**src/rtl/mips_mc_controller_if.sv**
```systemverilog
// mips_mc_controller_if
//   Bundles the control bus between the multicycle MIPS controller and its
//   datapath/memory.
//   master : controller side. It drives the control strobes, the memory request
//            and the debug state. It receives the IR fields, the ALU zero flag
//            and mem_ready.
//   slave  : datapath/memory side, with the opposite directions.
//
//   Memory handshake: mem_req is high for every cycle an access is
//   outstanding. An access completes in the first cycle where mem_req and
//   mem_ready are both high. mem_ready is ignored while mem_req is low.
//   iord/memwrite qualify the access while mem_req is high.
interface mips_mc_controller_if;
  logic [5:0] op;
  logic [5:0] funct;
  logic       zero;
  logic       mem_ready;
  logic       mem_req;
  logic       iord;
  logic       memwrite;
  logic       irwrite;
  logic       pcen;
  logic       regwrite;
  logic       alusrca;
  logic [1:0] alusrcb;
  logic [1:0] pcsrc;
  logic [1:0] memtoreg;
  logic [1:0] regdst;
  logic [4:0] alucontrol;
  logic       illegal;
  logic       mem_err;
  logic [3:0] state;

  modport master (
    input  op, funct, zero, mem_ready,
    output mem_req, iord, memwrite, irwrite, pcen, regwrite, alusrca, alusrcb,
           pcsrc, memtoreg, regdst, alucontrol, illegal, mem_err, state
  );

  modport slave (
    output op, funct, zero, mem_ready,
    input  mem_req, iord, memwrite, irwrite, pcen, regwrite, alusrca, alusrcb,
           pcsrc, memtoreg, regdst, alucontrol, illegal, mem_err, state
  );
endinterface

```
**src/rtl/mips_mc_controller.sv**
```systemverilog
// mips_mc_controller
//   Multicycle MIPS control FSM for a datapath with a single shared memory
//   port. It steps through fetch, decode, execute, memory and writeback. It
//   also runs a watchdog that aborts any memory access still waiting after
//   MEM_TIMEOUT cycles.
//   Ports: clk, reset (synchronous, active-high), bus (mips_mc_controller_if
//          master). The bus carries the IR fields, zero, the mem_req/mem_ready
//          handshake, the datapath controls, the illegal/mem_err pulses and
//          the debug state.
//   Parameter: MEM_TIMEOUT (1..255), the maximum wait cycles per access.
//   Build option: define MIPS_MC_JAL_EN to add jal (op 000011, JALEX state 12).
//                 When it is undefined, jal is decoded as illegal.
module mips_mc_controller #(
  parameter int unsigned MEM_TIMEOUT = 255
) (
  input  logic                  clk,
  input  logic                  reset,
  mips_mc_controller_if.master  bus
);

  typedef enum logic [3:0] {
    S_FETCH    = 4'd0,
    S_DECODE   = 4'd1,
    S_MEMADR   = 4'd2,
    S_MEMRD    = 4'd3,
    S_MEMWB    = 4'd4,
    S_MEMWR    = 4'd5,
    S_RTYPEEX  = 4'd6,
    S_ALUWB    = 4'd7,
    S_BRANCHEX = 4'd8,
    S_ADDIEX   = 4'd9,
    S_ADDIWB   = 4'd10,
    S_JEX      = 4'd11
`ifdef MIPS_MC_JAL_EN
    , S_JALEX  = 4'd12
`endif
  } state_t;

  localparam logic [5:0] OP_RTYPE = 6'b000000;
  localparam logic [5:0] OP_LW    = 6'b100011;
  localparam logic [5:0] OP_SW    = 6'b101011;
  localparam logic [5:0] OP_BEQ   = 6'b000100;
  localparam logic [5:0] OP_BNE   = 6'b000101;
  localparam logic [5:0] OP_ADDI  = 6'b001000;
  localparam logic [5:0] OP_J     = 6'b000010;
`ifdef MIPS_MC_JAL_EN
  localparam logic [5:0] OP_JAL   = 6'b000011;
`endif

  localparam logic [4:0] ALU_AND = 5'b00000;
  localparam logic [4:0] ALU_OR  = 5'b00001;
  localparam logic [4:0] ALU_ADD = 5'b00010;
  localparam logic [4:0] ALU_SUB = 5'b00110;
  localparam logic [4:0] ALU_SLT = 5'b00111;

  // The count of a waiting access reaches MEM_TIMEOUT in the cycle where the
  // registered count still holds MEM_TIMEOUT-1.
  localparam logic [7:0] LAST_WAIT = 8'(MEM_TIMEOUT - 1);

  state_t     state_q, state_d;
  logic [7:0] wait_cnt_q, wait_cnt_d;
  logic       illegal_q, illegal_d;
  logic       mem_err_q, mem_err_d;

  logic       req_c, iord_c, memwrite_c, irwrite_c, pcen_c, regwrite_c;
  logic       alusrca_c;
  logic [1:0] alusrcb_c, pcsrc_c, memtoreg_c, regdst_c;
  logic [4:0] alucontrol_c;
  logic       access_live, mem_done, mem_expire;

  always_ff @(posedge clk) begin
    if (reset) begin
      state_q    <= S_FETCH;
      wait_cnt_q <= '0;
      illegal_q  <= 1'b0;
      mem_err_q  <= 1'b0;
    end else begin
      state_q    <= state_d;
      wait_cnt_q <= wait_cnt_d;
      illegal_q  <= illegal_d;
      mem_err_q  <= mem_err_d;
    end
  end

  always_comb begin
    state_d      = state_q;
    wait_cnt_d   = wait_cnt_q;
    illegal_d    = 1'b0;
    mem_err_d    = 1'b0;
    req_c        = 1'b0;
    iord_c       = 1'b0;
    memwrite_c   = 1'b0;
    irwrite_c    = 1'b0;
    pcen_c       = 1'b0;
    regwrite_c   = 1'b0;
    alusrca_c    = 1'b0;
    alusrcb_c    = 2'b00;
    pcsrc_c      = 2'b00;
    memtoreg_c   = 2'b00;
    regdst_c     = 2'b00;
    alucontrol_c = ALU_ADD;

    // The cycle after an abort is a FETCH with mem_req dropped. That cycle
    // neither counts nor completes, so the retried fetch starts clean.
    access_live = ((state_q == S_FETCH) || (state_q == S_MEMRD) ||
                   (state_q == S_MEMWR)) && !mem_err_q;
    mem_done    = access_live && bus.mem_ready;
    mem_expire  = access_live && !bus.mem_ready && (wait_cnt_q == LAST_WAIT);

    case (state_q)
      S_FETCH: begin
        req_c     = 1'b1;
        alusrcb_c = 2'b01;
        if (mem_done) begin
          irwrite_c = 1'b1;
          pcen_c    = 1'b1;
          state_d   = S_DECODE;
        end
      end
      S_DECODE: begin
        alusrcb_c = 2'b11;
        case (bus.op)
          OP_LW, OP_SW:    state_d = S_MEMADR;
          OP_RTYPE:        state_d = S_RTYPEEX;
          OP_BEQ, OP_BNE:  state_d = S_BRANCHEX;
          OP_ADDI:         state_d = S_ADDIEX;
          OP_J:            state_d = S_JEX;
`ifdef MIPS_MC_JAL_EN
          OP_JAL:          state_d = S_JALEX;
`endif
          default: begin
            illegal_d = 1'b1;
            state_d   = S_FETCH;
          end
        endcase
      end
      S_MEMADR: begin
        alusrca_c = 1'b1;
        alusrcb_c = 2'b10;
        state_d   = (bus.op == OP_SW) ? S_MEMWR : S_MEMRD;
      end
      S_MEMRD: begin
        req_c  = 1'b1;
        iord_c = 1'b1;
        if (mem_done) state_d = S_MEMWB;
      end
      S_MEMWB: begin
        regwrite_c = 1'b1;
        memtoreg_c = 2'b01;
        state_d    = S_FETCH;
      end
      S_MEMWR: begin
        req_c      = 1'b1;
        iord_c     = 1'b1;
        memwrite_c = 1'b1;
        if (mem_done) state_d = S_FETCH;
      end
      S_RTYPEEX: begin
        alusrca_c = 1'b1;
        state_d   = S_ALUWB;
        case (bus.funct)
          6'b100000: alucontrol_c = ALU_ADD;
          6'b100010: alucontrol_c = ALU_SUB;
          6'b100100: alucontrol_c = ALU_AND;
          6'b100101: alucontrol_c = ALU_OR;
          6'b101010: alucontrol_c = ALU_SLT;
          default: begin
            illegal_d = 1'b1;
            state_d   = S_FETCH;
          end
        endcase
      end
      S_ALUWB: begin
        regwrite_c = 1'b1;
        regdst_c   = 2'b01;
        state_d    = S_FETCH;
      end
      S_BRANCHEX: begin
        alusrca_c    = 1'b1;
        alucontrol_c = ALU_SUB;
        pcsrc_c      = 2'b01;
        pcen_c       = (bus.op == OP_BNE) ? ~bus.zero : bus.zero;
        state_d      = S_FETCH;
      end
      S_ADDIEX: begin
        alusrca_c = 1'b1;
        alusrcb_c = 2'b10;
        state_d   = S_ADDIWB;
      end
      S_ADDIWB: begin
        regwrite_c = 1'b1;
        state_d    = S_FETCH;
      end
      S_JEX: begin
        pcsrc_c = 2'b10;
        pcen_c  = 1'b1;
        state_d = S_FETCH;
      end
`ifdef MIPS_MC_JAL_EN
      S_JALEX: begin
        regwrite_c = 1'b1;
        regdst_c   = 2'b10;
        memtoreg_c = 2'b10;
        pcsrc_c    = 2'b10;
        pcen_c     = 1'b1;
        state_d    = S_FETCH;
      end
`endif
      default: state_d = S_FETCH;
    endcase

    // The watchdog overrides the state's own transition. A timed-out fetch
    // never asserted irwrite/pcen, so it simply re-runs from FETCH.
    if (mem_expire) begin
      mem_err_d = 1'b1;
      state_d   = S_FETCH;
    end

    if (mem_expire || (state_d != state_q)) begin
      wait_cnt_d = '0;
    end else if (access_live && !bus.mem_ready) begin
      wait_cnt_d = wait_cnt_q + 8'd1;
    end
  end

  assign bus.mem_req    = req_c & ~mem_err_q & ~reset;
  assign bus.memwrite   = memwrite_c & ~reset;
  assign bus.irwrite    = irwrite_c & ~reset;
  assign bus.pcen       = pcen_c & ~reset;
  assign bus.regwrite   = regwrite_c & ~reset;
  assign bus.iord       = iord_c;
  assign bus.alusrca    = alusrca_c;
  assign bus.alusrcb    = alusrcb_c;
  assign bus.pcsrc      = pcsrc_c;
  assign bus.memtoreg   = memtoreg_c;
  assign bus.regdst     = regdst_c;
  assign bus.alucontrol = alucontrol_c;
  assign bus.illegal    = illegal_q;
  assign bus.mem_err    = mem_err_q;
  assign bus.state      = state_q;

endmodule

```
**src/flat_wrapper.sv**
```systemverilog
// flat-port wrapper written by rule: the top's interface ports become plain ports
module mips_mc_controller_flat 
#(
  parameter int unsigned MEM_TIMEOUT = 255
)
  (clk, reset, bus_op, bus_funct, bus_zero, bus_mem_ready, bus_mem_req, bus_iord, bus_memwrite, bus_irwrite, bus_pcen, bus_regwrite, bus_alusrca, bus_alusrcb, bus_pcsrc, bus_memtoreg, bus_regdst, bus_alucontrol, bus_illegal, bus_mem_err, bus_state);
  mips_mc_controller_if bus_i ();
  input  logic clk;
  input  logic reset;
  input wire logic [$bits(bus_i.op)-1:0] bus_op;
  input wire logic [$bits(bus_i.funct)-1:0] bus_funct;
  input wire logic [$bits(bus_i.zero)-1:0] bus_zero;
  input wire logic [$bits(bus_i.mem_ready)-1:0] bus_mem_ready;
  output wire logic [$bits(bus_i.mem_req)-1:0] bus_mem_req;
  output wire logic [$bits(bus_i.iord)-1:0] bus_iord;
  output wire logic [$bits(bus_i.memwrite)-1:0] bus_memwrite;
  output wire logic [$bits(bus_i.irwrite)-1:0] bus_irwrite;
  output wire logic [$bits(bus_i.pcen)-1:0] bus_pcen;
  output wire logic [$bits(bus_i.regwrite)-1:0] bus_regwrite;
  output wire logic [$bits(bus_i.alusrca)-1:0] bus_alusrca;
  output wire logic [$bits(bus_i.alusrcb)-1:0] bus_alusrcb;
  output wire logic [$bits(bus_i.pcsrc)-1:0] bus_pcsrc;
  output wire logic [$bits(bus_i.memtoreg)-1:0] bus_memtoreg;
  output wire logic [$bits(bus_i.regdst)-1:0] bus_regdst;
  output wire logic [$bits(bus_i.alucontrol)-1:0] bus_alucontrol;
  output wire logic [$bits(bus_i.illegal)-1:0] bus_illegal;
  output wire logic [$bits(bus_i.mem_err)-1:0] bus_mem_err;
  output wire logic [$bits(bus_i.state)-1:0] bus_state;
  assign bus_i.op = bus_op;
  assign bus_i.funct = bus_funct;
  assign bus_i.zero = bus_zero;
  assign bus_i.mem_ready = bus_mem_ready;
  assign bus_mem_req = bus_i.mem_req;
  assign bus_iord = bus_i.iord;
  assign bus_memwrite = bus_i.memwrite;
  assign bus_irwrite = bus_i.irwrite;
  assign bus_pcen = bus_i.pcen;
  assign bus_regwrite = bus_i.regwrite;
  assign bus_alusrca = bus_i.alusrca;
  assign bus_alusrcb = bus_i.alusrcb;
  assign bus_pcsrc = bus_i.pcsrc;
  assign bus_memtoreg = bus_i.memtoreg;
  assign bus_regdst = bus_i.regdst;
  assign bus_alucontrol = bus_i.alucontrol;
  assign bus_illegal = bus_i.illegal;
  assign bus_mem_err = bus_i.mem_err;
  assign bus_state = bus_i.state;
  mips_mc_controller #(.MEM_TIMEOUT(MEM_TIMEOUT)) u_core (.clk(clk), .reset(reset), .bus(bus_i));
endmodule
```
**config.mk**
```make
export PLATFORM = sky130hd
export DESIGN_NAME = mips_mc_controller_flat
export DESIGN_NICKNAME = d
export VERILOG_FILES = /design/src/rtl/mips_mc_controller_if.sv /design/src/rtl/mips_mc_controller.sv /design/src/flat_wrapper.sv
export SDC_FILE = /design/constraint.sdc
export NUM_CORES = 1
export LEC_CHECK = 0
export ABC_CLOCK_PERIOD_IN_PS = 2100
export CAP_MARGIN = 20
export CORE_MARGIN = 3
export CORE_UTILIZATION = 45
export DETAILED_ROUTE_END_ITERATION = 16
export PLACE_DENSITY = 0.79
export SYNTH_ARGS = -nofsm -noshare
export SYNTH_HDL_FRONTEND = slang
export SYNTH_SLANG_ARGS = --single-unit
export TNS_END_PERCENT = 20
```
**constraint.sdc**
```tcl
create_clock -name clk -period 2.1 [get_ports clk]
set_input_delay 0.315 -clock clk [delete_from_list [all_inputs] [get_ports clk]]
set_output_delay 0.315 -clock clk [all_outputs]
set_load 0.02 [all_outputs]
```
==> results of run 1 <==
[cell type report]
cell class | instances | area, um^2 | area share (%)
well taps | 30 | 37.54 | 1.999
clock buffers | 4 | 36.28 | 1.932
multi-input cells | 137 | 879.6 | 46.84
inverters | 7 | 26.28 | 1.399
repair buffers | 71 | 613.1 | 32.64
flip-flops and latches | 14 | 285.3 | 15.19
[synth_stat cells (2+ instances only)]
library cell | number | share of area (%)
nand3b_1 | 2 | 1.2
buf_4 | 5 | 3.0
nand4_1 | 6 | 3.0
and3_1 | 3 | 1.5
nor3_1 | 6 | 2.4
mux2i_1 | 2 | 1.6
o21ai_0 | 7 | 2.8
clkbuf_1 | 5 | 1.5
or4_1 | 3 | 1.8
ha_1 | 2 | 2.0
or4b_1 | 3 | 2.4
dfxtp_1 | 14 | 23
a2111oi_0 | 2 | 1.4
a21oi_1 | 14 | 5.7
nor2b_1 | 3 | 1.5
a31o_2 | 2 | 1.4
nand3_1 | 8 | 3.2
o31ai_1 | 5 | 3.0
inv_1 | 7 | 2.1
nor4_1 | 3 | 1.5
or3_1 | 2 | 1.0
a31oi_1 | 3 | 1.5
a211oi_1 | 3 | 1.8
xor2_1 | 2 | 1.4
nand2_1 | 9 | 2.7
a311oi_1 | 2 | 1.4
nor2_1 | 13 | 3.9
a21o_1 | 2 | 1.2
nand2b_1 | 7 | 3.5
nor4b_1 | 3 | 2.1
[per-stage QoR]
stage | instance area, um^2 | setup WS (ps) | TNS (ps)
detailed placement | 1843 | -395.4 | -1103
finish | 1878 | 57.25 | 0
floorplan | 1257 | 74.32 | 0
CTS | 1871 | 8.818 | 0
global placement | 1843 | -385.9 | -978.4
global route | 1878 | -17.74 | -30.90
[power groups by stage]
stage	combinational (mW)	sequential, mW	clock (mW)
finish	0.199	0.275	0.201
global route	0.214	0.276	0.214
CTS	0.197	0.275	0.200
detailed placement	0.200	0.281	0
global placement	0.193	0.281	0
floorplan	0.0995	0.282	0
[per-layer routing]
layer,share of wire (%),global-route usage (%),vias up
li1,-,-,760
met1,43,30.75,752
met2,50,42.42,55
met3,6.4,3.728,2
met4,0.20,4.636,0
met5,0,0,-
[repair_timing]
action	in CTS	in global routing
setup buffers	0	0
setup endpoints to repair	13	6
pin swaps	1	0
gates resized for setup	17	6
[tightest hold or removal path, delay by kind of cell (launching register included)]
family	cells	cell delay, ps
AO/OA/AOI/OAI	2	130
flip-flops	1	340
[final timing paths]
check                                           from                    to  slack [ps]  cells past startpoint
worst min register to register  u_core.wait_cnt_q[6]  u_core.wait_cnt_q[6]         510                      2
worst min-delay path            u_core.wait_cnt_q[6]  u_core.wait_cnt_q[6]         510                      2
worst max register to register   u_core.bus.state[3]  u_core.wait_cnt_q[4]         310                      6
worst max-delay path                       bus_op[5]              bus_pcen          60                      6
[state kept, by name, summed over array words and instances (netlist names)]
signal / cells
u_core.bus.mem_err: 1
u_core.bus.illegal: 1
u_core.bus.state: 4
u_core.wait_cnt_q: 8
[logic make-up after synthesis]
| logic type | after synthesis | share of synthesized area (%) |
|---|---|---|
| AO/OA/AOI/OAI | 46 | 24.42 |
| XOR/XNOR | 3 | 2.119 |
| adder cells (fa/ha/maj) | 2 | 2.018 |
| buffers and inverters | 20 | 8.375 |
| flip-flops | 14 | 22.60 |
| multiplexers | 2 | 1.615 |
| other | 1 | 0.3024 |
| AND/OR/NAND/NOR | 80 | 38.55 |
==> results list, run 1 <==
- Worst setup path class: input port to output pin
- The cell area that synthesis handed to floorplanning was 1240 um^2.
* Highest clock rate: 0.4895 GHz
* Post-Syn Instances: 168
- Vias in the first global route: 1,494
- Number of buffers inserted by port buffering: 37
- TritonCTS created 3 clock buffers.
- STA classifies the critical path endpoint as an output pin.
- Pins Over Slew Limit: 0
- Highest ir drop seen on vdd: 0.4154 mV
- The first global-routing pass estimated 6.575 mm of wire.
- Critical path data required time: 1780 ps
- Post-layout instance count excluding filler cells: 263
* Area enclosed by the die boundary: 3421 um^2
* Horizontal die dimension: 58.49 um
- Total power for the finished layout comes to 0.6745 mW.
- For this run, the leading register cell type out of synthesis is dfxtp_1.
- The largest single stage delay on the critical path is 440 ps.
- Setup violations remaining at the end of the flow were counted as 0.
- Vias: 1,569
- Clock Pin Slew Worst Setup and Hold Paths: 90 ps
- Most common cell after layout, fill and taps aside: buf_4
- Ys Warns: 0
* Share of flip-flops with an asynchronous set or reset: 0%
- For this design the total switching power over the nets is 0.2014 mW.
- For this design the static power due to leakage is 0.7688 nW.
- Power per unit of standard cell area: 359.1 nW/um^2
* Worst skew pair latency: 290 ps
* Sequential share of the synthesized area: 22.60%
- The average instance in the mapped netlist occupies 7.381 um^2.
* Count of inserted antenna diode cells: 0
* List of cells traversed by the critical path: clkdlybuf4s50_1 > nor4_2 > nand3_1 > xnor2_1 > a211o_1 > buf_2
- The clock arrives with 5.525 ps of skew.
- Detailed placement finished with a half-perimeter wire length of 3.201 mm.
* Most frequent cells in the layout: buf_4, clkdlybuf4s50_1, a21oi_1, nor2_1, dfxtp_1
- In this run, the combinational gates consume 29.4% of the power.
- Nets@finish: 252
- Clock group share of total power: 29.8%
- Clock tree from TritonCTS: done
- Headroom to the max-slew limit came out at 64.99%.
- Arrival time at the worst endpoint: 1730 ps
- Setup repair after global routing missed its margin: true
- Family with the most delay on the worst path: buffers and inverters
- Detailed-routing iteration count for the pre-antenna-repair pass: 4
- Entering global routing, the biggest net connects 13 pins.
- Filler instances: 202
- Pin slew with the least headroom to its limit: 517.9 ps
* Final period utilization: 97.27%
- The detail route stage leaves a number of antenna-violating nets equal to 0.
- Routability-driven placement finished with a final weighted congestion of 0.8612.
- Total count of hold-check failures in the final report: 0
* Cell chosen for the clock root: clkbuf_4
- After floorplanning, the core was divided into 18 placement rows.
* Number of antenna violations at the first check in global routing: 0
- Global routing finished with a remaining overflow of 0.
- In this run the vertical extent of the chip is 58.49 um.
* I/O pin total: 42
- The tightest min-delay check is of the flip-flop to flip-flop type.
* Number of enable flip-flop cells after synthesis: 0
- In the routed design, unresolved DRC markers number 0.
- Aggregate global-route resource usage: 24.00%
- Buffers inserted to repair hold after CTS numbered 0.
- On the critical path, the stage with the largest delay is an instance of clkdlybuf4s50_1.
- Critical path buffers and inverters: 2
- Clock net sink count: 14
- Core region area: 2545 um^2
- CTS Buffer Depth: 2
- Final routed wire length divided by cell count: 14.96 um
- Number of cells after detailed placement: 259
* Final core utilization: 73.80%
- Max-cap violation count: 0
* Fraction of layout cells with a size suffix above 1: 21.89%
- Relative to the synthesized area, the layout overhead comes to 51.46%.
* Cell variety after synth: 50
- Iteration-0 DRC count of the detailed router: 83
- Synthesis inferred 14 register bits.
- Category of the worst setup path launch point: input port
- Net switching is 29.87% of the power.
- Cell internal pwr: 0.4730 mW
- Registers are responsible for 40.8% of the overall power.
- Final hold analysis gives a worst-case slack of 508.8 ps.
* Run status: complete, no violations
- Level count of the clock H-tree: 1
* Initial core utilization: 48.72%
- After detailed routing, the total wire length is 3.935 mm.
- Along the worst path, the maximum fanout reaches 2.
- Counting I/O delays and the setup requirement, the final critical path takes 2043 ps.
- After detailed routing, the number of vias per cell comes to 5.966.
Power figures use the tool's default switching activity.
==> run 2: changes to the inputs <==
ABC_CLOCK_PERIOD_IN_PS = 2560   (was 2100)
CORE_UTILIZATION = 49   (was 45)
PLACE_DENSITY = 0.85   (was 0.79)
clock period = 2.56 ns   (was 2.1 ns; I/O delays follow)
==> run 2 against run 1 <==
Die area decreased by 7.3%. Cell count decreased by 6.5%. Clock-buffer cell count unchanged. Non-clock buffer count decreased by 15. Sequential share of layout area increased by 0.82 points. Register-to-register slack improved by 400 ps. Setup slack improved by 92 ps. Combinational power decreased by 25%. Flip-flop and latch count unchanged. Sequential power decreased by 17%. Via count decreased by 5.3%. Critical endpoint is now bus_alucontrol[0].
==> results list, run 2 (synthesis results as in run 1) <==
- Run status: complete, no violations (unchanged).
* Clock tree from TritonCTS: done (unchanged)
- The post-cts hold buffer count is 0 (unchanged).
* Highest ir drop seen on vdd: 0.3610 mV (was 0.4154 mV)
- The worst path uses 94.17% of the clock period.
- The portion of total power attributed to the clock network came to 30.0% (was 29.8%).
- The category of the worst setup path capture point is an output pin (unchanged).
- The post-detailed-route via-to-cell ratio is 6.041 (was 5.966).
- The layout filler cell count is 181 (was 202).
- Pins Over Slew Limit: 0 (unchanged)
- Final routed wire length divided by cell count: 13.90 um (was 14.96 um)
- Count of inserted antenna diode cells: 0 (unchanged)
* Standard-cell rows: 17 (was 18)
* Worst clock skew on the final layout: 7.773 ps (was 5.525 ps)
- The final-stage net count is 237 (was 252).
* Sum of negative setup slack: 0 ps (unchanged)
- Number of cells traversed by the worst register-to-register path: 6 (unchanged)
- The initial antenna violation count was 0 (unchanged).
* Max FFs per register: 8 (unchanged)
- The vertical die dimension was 56.31 um (was 58.49 um).
* Clock net sink count: 14 (unchanged)
* Final core utilization: 76.91% (was 73.80%)
* Gates resized, CTS repair: 3 (was 17)
- The via count of the routed design is 1,486 (was 1,569).
- The arrival time at the worst endpoint was 2030 ps (was 1730 ps).
- I/O pin total: 42 (unchanged)
* Post-CTS setup buffer count: 0 (unchanged)
- Post-DP HPWL: 2.777 mm (was 3.201 mm)
* P&R area growth vs syn: 42.48% (was 51.46%)
- The clock tree root buffer cell is clkbuf_4 (unchanged).
- The count of port buffers added during placement was 37 (unchanged).
- The fraction of final layout cells with drive strength greater than 1 came to 14.68% (was 21.89%).
- The class of the worst hold path was flip-flop to flip-flop (unchanged).
- Footprint of the flip-flops and latches: 282.8 um^2 (was 285.3 um^2)
- Worst setup path class: input port to output pin (unchanged)
- Routability cong.: 0.8725 (was 0.8612)
- The most common cell after layout, fill and taps aside is clkdlybuf4s50_1 (was buf_4).
- Critical path data required time: 2180 ps (was 1780 ps)
- Clock buffers created by TritonCTS: 3 (unchanged)
- The sort of element at the start of the critical path is an input port (unchanged).
* Core region area: 2297 um^2 (was 2545 um^2)
* Cell Area, Placed: 1722 um^2 (was 1843 um^2)
- The pin count of the biggest net entering global routing came to 14 (was 13).
- The count of final setup violators came to 0 (unchanged).
- The number of nets with antenna violations after detailed routing was 0 (unchanged).
- Worst skew pair latency: 280 ps (was 290 ps)
- Area enclosed by the die boundary: 3170 um^2 (was 3421 um^2)
* Setup repair after global routing missed its margin: false (was true)
* Wire length of the first global-routing pass: 5.720 mm (was 6.575 mm)
- Initial core utilization: 53.98% (was 48.72%)
* Highest clock rate: 0.4148 GHz
- Max-cap violation count: 0 (unchanged)
- The switching part of the total was 29.41% (was 29.87%).
* Level count of the clock H-tree: 1 (unchanged)
* Total count of hold-check failures in the final report: 0 (unchanged)
* Overflow left after global routing: 0 (unchanged)
- The top fanout value on the critical path is 4 (was 2).
* Clock Pin Slew Worst Setup and Hold Paths: 80 ps (was 90 ps)
- The relative contribution of combinational cells to total power was 27.8% (was 29.4%).
* Horizontal die dimension: 56.31 um (was 58.49 um)
- The switching power summed over all nets came to 0.1588 mW (was 0.2014 mW).
* Power per unit of standard cell area: 305.7 nW/um^2 (was 359.1 nW/um^2)
- The via count of the first global-routing pass was 1,315 (was 1,494).
- Most frequent cells in the layout: clkdlybuf4s50_1, buf_4, a21oi_1, nor2_1, dfxtp_1 (was buf_4, clkdlybuf4s50_1, a21oi_1, nor2_1, dfxtp_1).
- Minimum clock period after layout: 2411 ps
* Leakage power of the design: 0.6560 nW (was 0.7688 nW)
- The total power came to 0.5401 mW (was 0.6745 mW).
* Remaining design rule violation count: 0 (unchanged)
- The starting DRC count in detailed routing was 62 (was 83).
- Total wirelength of the detailed-routed design: 3.420 mm (was 3.935 mm)
* Combined area of the multi-input logic cells: 873.3 um^2 (was 879.6 um^2)
* Aggregate global-route resource usage: 21.88% (was 24.00%)
- The register with the most flip-flops is u_core.wait_cnt_q (unchanged).
- Fraction of power consumed by sequential logic: 42.2% (was 40.8%)
* Cell depth of the worst hold path: 2 (unchanged)
* Final non-filler cell area: 1767 um^2 (was 1878 um^2)
* CTS Buffer Depth: 2 (unchanged)
* Detailed-routing iteration count for the pre-antenna-repair pass: 4 (unchanged)
- The internal power is 0.3813 mW (was 0.4730 mW).
[run 2: layout make-up]
class                      count  area share (%)
clock buffer                   4           2.054
multi-input combinational    137           49.43
timing repair buffer          56           29.04
sequential                    14           16.01
tap                           28           1.983
inverter                       7           1.487
[run 2: routing by layer]
layer,vias up,share of wire (%),track usage (%)
met1,673,42,26.92
met3,8,9.2,5.747
met5,-,0,0
met4,0,1.5,5.424
li1,732,-,-
met2,73,48,37.73
[run 2: final timing paths]
path,startpoint,endpoint,slack (ps)
hold / removal,u_core.wait_cnt_q[6],u_core.wait_cnt_q[6],520
setup / recovery,bus_funct[1],bus_alucontrol[0],150
setup reg to reg,u_core.bus.state[1],u_core.wait_cnt_q[7],710
hold reg to reg,u_core.wait_cnt_q[6],u_core.wait_cnt_q[6],520
[run 2: per-stage QoR]
stage	hold slack [ps]	setup WS, ps	cells
after floorplan	460.5	333.8	171
after global placement	478.6	-34.97	242
after detailed placement	505.7	-54.95	242
after CTS	517.2	70.41	246
after global routing	533.0	29.91	246
final	515.9	149.3	246
[run 2: power by group through the flow]
stage | registers (mW) | clock network (mW) | logic [mW]
after floorplan | 0.232 | 0 | 0.0808
after global placement | 0.232 | 0 | 0.144
after detailed placement | 0.233 | 0 | 0.149
after CTS | 0.228 | 0.166 | 0.149
after global routing | 0.229 | 0.172 | 0.163
final | 0.228 | 0.162 | 0.150
[run 2: critical path, cell delays in order]
cell and delay [ps]:
clkdlybuf4s50_1 520, inv_1 70, nor4b_1 290, a31oi_1 70, nor2_1 90, clkdlybuf4s50_1 600
==> run 3: changes to the inputs <==
CORE_UTILIZATION = 35   (was 49)
CTS_BUF_LIST = sky130_fd_sc_hd__clkbuf_8   (was unset)
PLACE_DENSITY = 0.64   (was 0.85)
==> run 3 against run 2 <==
Clock skew is 6.1 ps lower. Total power rose by 3.4%. Critical endpoint is now bus_irwrite. Worst hold slack lost 13 ps. Clock power grew 12%. Largest cell class unchanged. Die area up 35%.
==> results list, run 3 (synthesis results as in run 1) <==
* Minimum clock period after layout: 2459 ps (was 2411 ps)
* Final routed wire length divided by cell count: 14.10 um (was 13.90 um)
- Setup repair after global routing missed its margin: false (unchanged)
- The category of the worst setup path capture point is an output pin (unchanged).
* Arrival time at the worst endpoint: 2070 ps (was 2030 ps)
- The total inserted antenna cells is 0 (unchanged).
- Clock net sink count: 14 (unchanged)
- The layout filler cell count was 328 (was 181).
- The count of maximum capacitance violations came to 0 (unchanged).
* Most common cell after layout, fill and taps aside: clkdlybuf4s50_1 (unchanged)
* Worst skew pair latency: 240 ps (was 280 ps)
* Cell chosen for the clock root: clkbuf_8 (was clkbuf_4)
* Worst setup path class: input port to output pin (unchanged)
* Number of buffers inserted by port buffering: 37 (unchanged)
- Clock tree from TritonCTS: done (unchanged)
- Detailed-routing iteration count for the pre-antenna-repair pass: 4 (unchanged)
- Most frequent cells in the layout: clkdlybuf4s50_1, buf_4, a21oi_1, dfxtp_1, nor2_1 (was clkdlybuf4s50_1, buf_4, a21oi_1, nor2_1, dfxtp_1)
- The number of instances on the worst hold path came to 2 (unchanged).
* Number of antenna violations at the first check in global routing: 0 (unchanged)
- Final non-filler cell area: 1772 um^2 (was 1767 um^2)
- Core region area: 3203 um^2 (was 2297 um^2)
- The initial standard-cell utilization of the core came to 38.71% (was 53.98%).
- Overflow left after global routing: 0 (unchanged)
* Antenna Violating Nets Remaining: 0 (unchanged)
- Nets@finish: 235 (was 237)
- The cell total after placement was 256 (was 242).
- Area enclosed by the die boundary: 4293 um^2 (was 3170 um^2)
* Clock Pin Slew Worst Setup and Hold Paths: 60 ps (was 80 ps)
* Number of cells traversed by the worst register-to-register path: 5 (was 6)
* Worst slack after detailed placement: -93.13 ps (was -54.95 ps)
- The number of pins with negative max-slew slack in the final report came to 0 (unchanged).
- Final core utilization: 55.31% (was 76.91%)
* Fraction of layout cells with a size suffix above 1: 12.56% (was 14.68%)
- Setup violators final: 0 (unchanged)
- Post-layout instance count excluding filler cells: 259 (was 246)
* Cell Area, Placed: 1727 um^2 (was 1722 um^2)
- Critical path data required time: 2180 ps (about the same)
- Horizontal die dimension: 65.52 um (was 56.31 um)
* Max FFs per register: 8 (unchanged)
* Wire length of the first global-routing pass: 5.927 mm (was 5.720 mm)
* Aggregate global-route resource usage: 17.24% (was 21.88%)
* Vertical die dimension: 65.52 um (was 56.31 um)
- Power per unit of standard cell area: 315.3 nW/um^2 (was 305.7 nW/um^2)
* I/O pin total: 42 (unchanged)
- Final period utilization: 96.04% (was 94.17%)
- Number of vias per cell after detailed routing: 5.606 (was 6.041)
- The floorplan row count was 20 (was 17).
* Final worst setup slack: 101.4 ps (was 149.3 ps)
- The register with the most flip-flops is u_core.wait_cnt_q (unchanged).
- The hold violation count in the final report was 0 (unchanged).
* CTS Buffer Depth: 2 (unchanged)
- The via count of the first global-routing pass was 1,310 (was 1,315).
- Run status: complete, no violations (unchanged).
* Iteration-0 DRC count of the detailed router: 47 (was 62)
- The sort of element at the start of the critical path is an input port (unchanged).
* Highest ir drop seen on vdd: 0.2440 mV (was 0.3610 mV)
* Worst-path fanout max: 2 (was 4)
* Worst clock skew on the final layout: 1.720 ps (was 7.773 ps)
* Total wirelength of the detailed-routed design: 3.652 mm (was 3.420 mm)
- Worst Hold Class: flip-flop to flip-flop (unchanged)
- P&R area growth vs syn: 42.89% (was 42.48%)
- The final RePlAce weighted congestion is 0.8284 (was 0.8725).
* Post-DP HPWL: 2.897 mm (was 2.777 mm)
* Highest clock rate: 0.4067 GHz (was 0.4148 GHz)
* Sum of negative setup slack: 0 ps (unchanged)
- Leakage power of the design: 0.6304 nW (was 0.6560 nW)
- Overall power consumption: 0.5587 mW (was 0.5401 mW)
- The minimum hold slack came to 502.8 ps (was 515.9 ps).
* Largest net degree at the start of global routing: 20 (was 14)
* Vias: 1,452 (was 1,486)
- The number of buffers created by CTS is 3 (unchanged).
- Remaining design rule violation count: 0 (unchanged)
- Level count of the clock H-tree: 1 (unchanged)
-- run 3: cell count changes in the layout (fill, tap and decap cells not counted) --
cell	previous run	this run
clkdlybuf4s50_1	34	35
clkbuf_8	1	3
buf_4	19	17
dlymetal6s2s_1	1	0
dfxtp_1	12	14
dfxtp_2	2	0
clkbuf_4	3	0
-- run 3: final cells by class --
type                    instances  area [um^2]  area share (%)
clock buffers                   3        41.29           2.331
inverters                       7        26.28           1.483
multi-input cells             137        873.3           49.29
repair buffers                 54        495.5           27.97
well taps                      44        55.05           3.107
flip-flops and latches         14        280.3           15.82
-- run 3: final timing paths --
check | to | startpoint | slack, ps
worst max-delay path | bus_irwrite | bus_mem_ready | 100
worst min-delay path | u_core.wait_cnt_q[6] | u_core.wait_cnt_q[6] | 500
worst max register to register | u_core.wait_cnt_q[4] | u_core.bus.state[0] | 750
worst min register to register | u_core.wait_cnt_q[6] | u_core.wait_cnt_q[6] | 500
-- run 3: critical path: stages --
cell             delay (ps)
clkdlybuf4s50_1         470
nor2b_1                 170
nand2_1                 100
nor4_1                  270
clkdlybuf4s50_1         680
-- run 3: per-layer routing --
metal / wire length [um] / vias up / global-route usage (%)
li1: - / 731 / -
met1: 1781 / 668 / 22.96
met2: 1606 / 47 / 27.69
met3: 237 / 6 / 4.615
met4: 27 / 0 / 3.886
met5: 0 / - / 0
-- run 3: where the power goes --
group	switching (mW)	leakage, nW	internal (mW)	total, mW
Clock	0.0766	0.0216	0.104	0.181
Combinational	0.0791	0.496	0.0719	0.151
Sequential	0.00513	0.113	0.222	0.227
Total	0.161	0.630	0.398	0.559
-- run 3: repair_timing --
| action | in CTS | in global routing |
|---|---|---|
| buffers inserted | 0 | 0 |
| gates resized for setup | 3 | 0 |
| endpoints found under the setup margin | 2 | 0 |
| hold endpoints to repair | 0 | 0 |
| hold buffers | 0 | 0 |
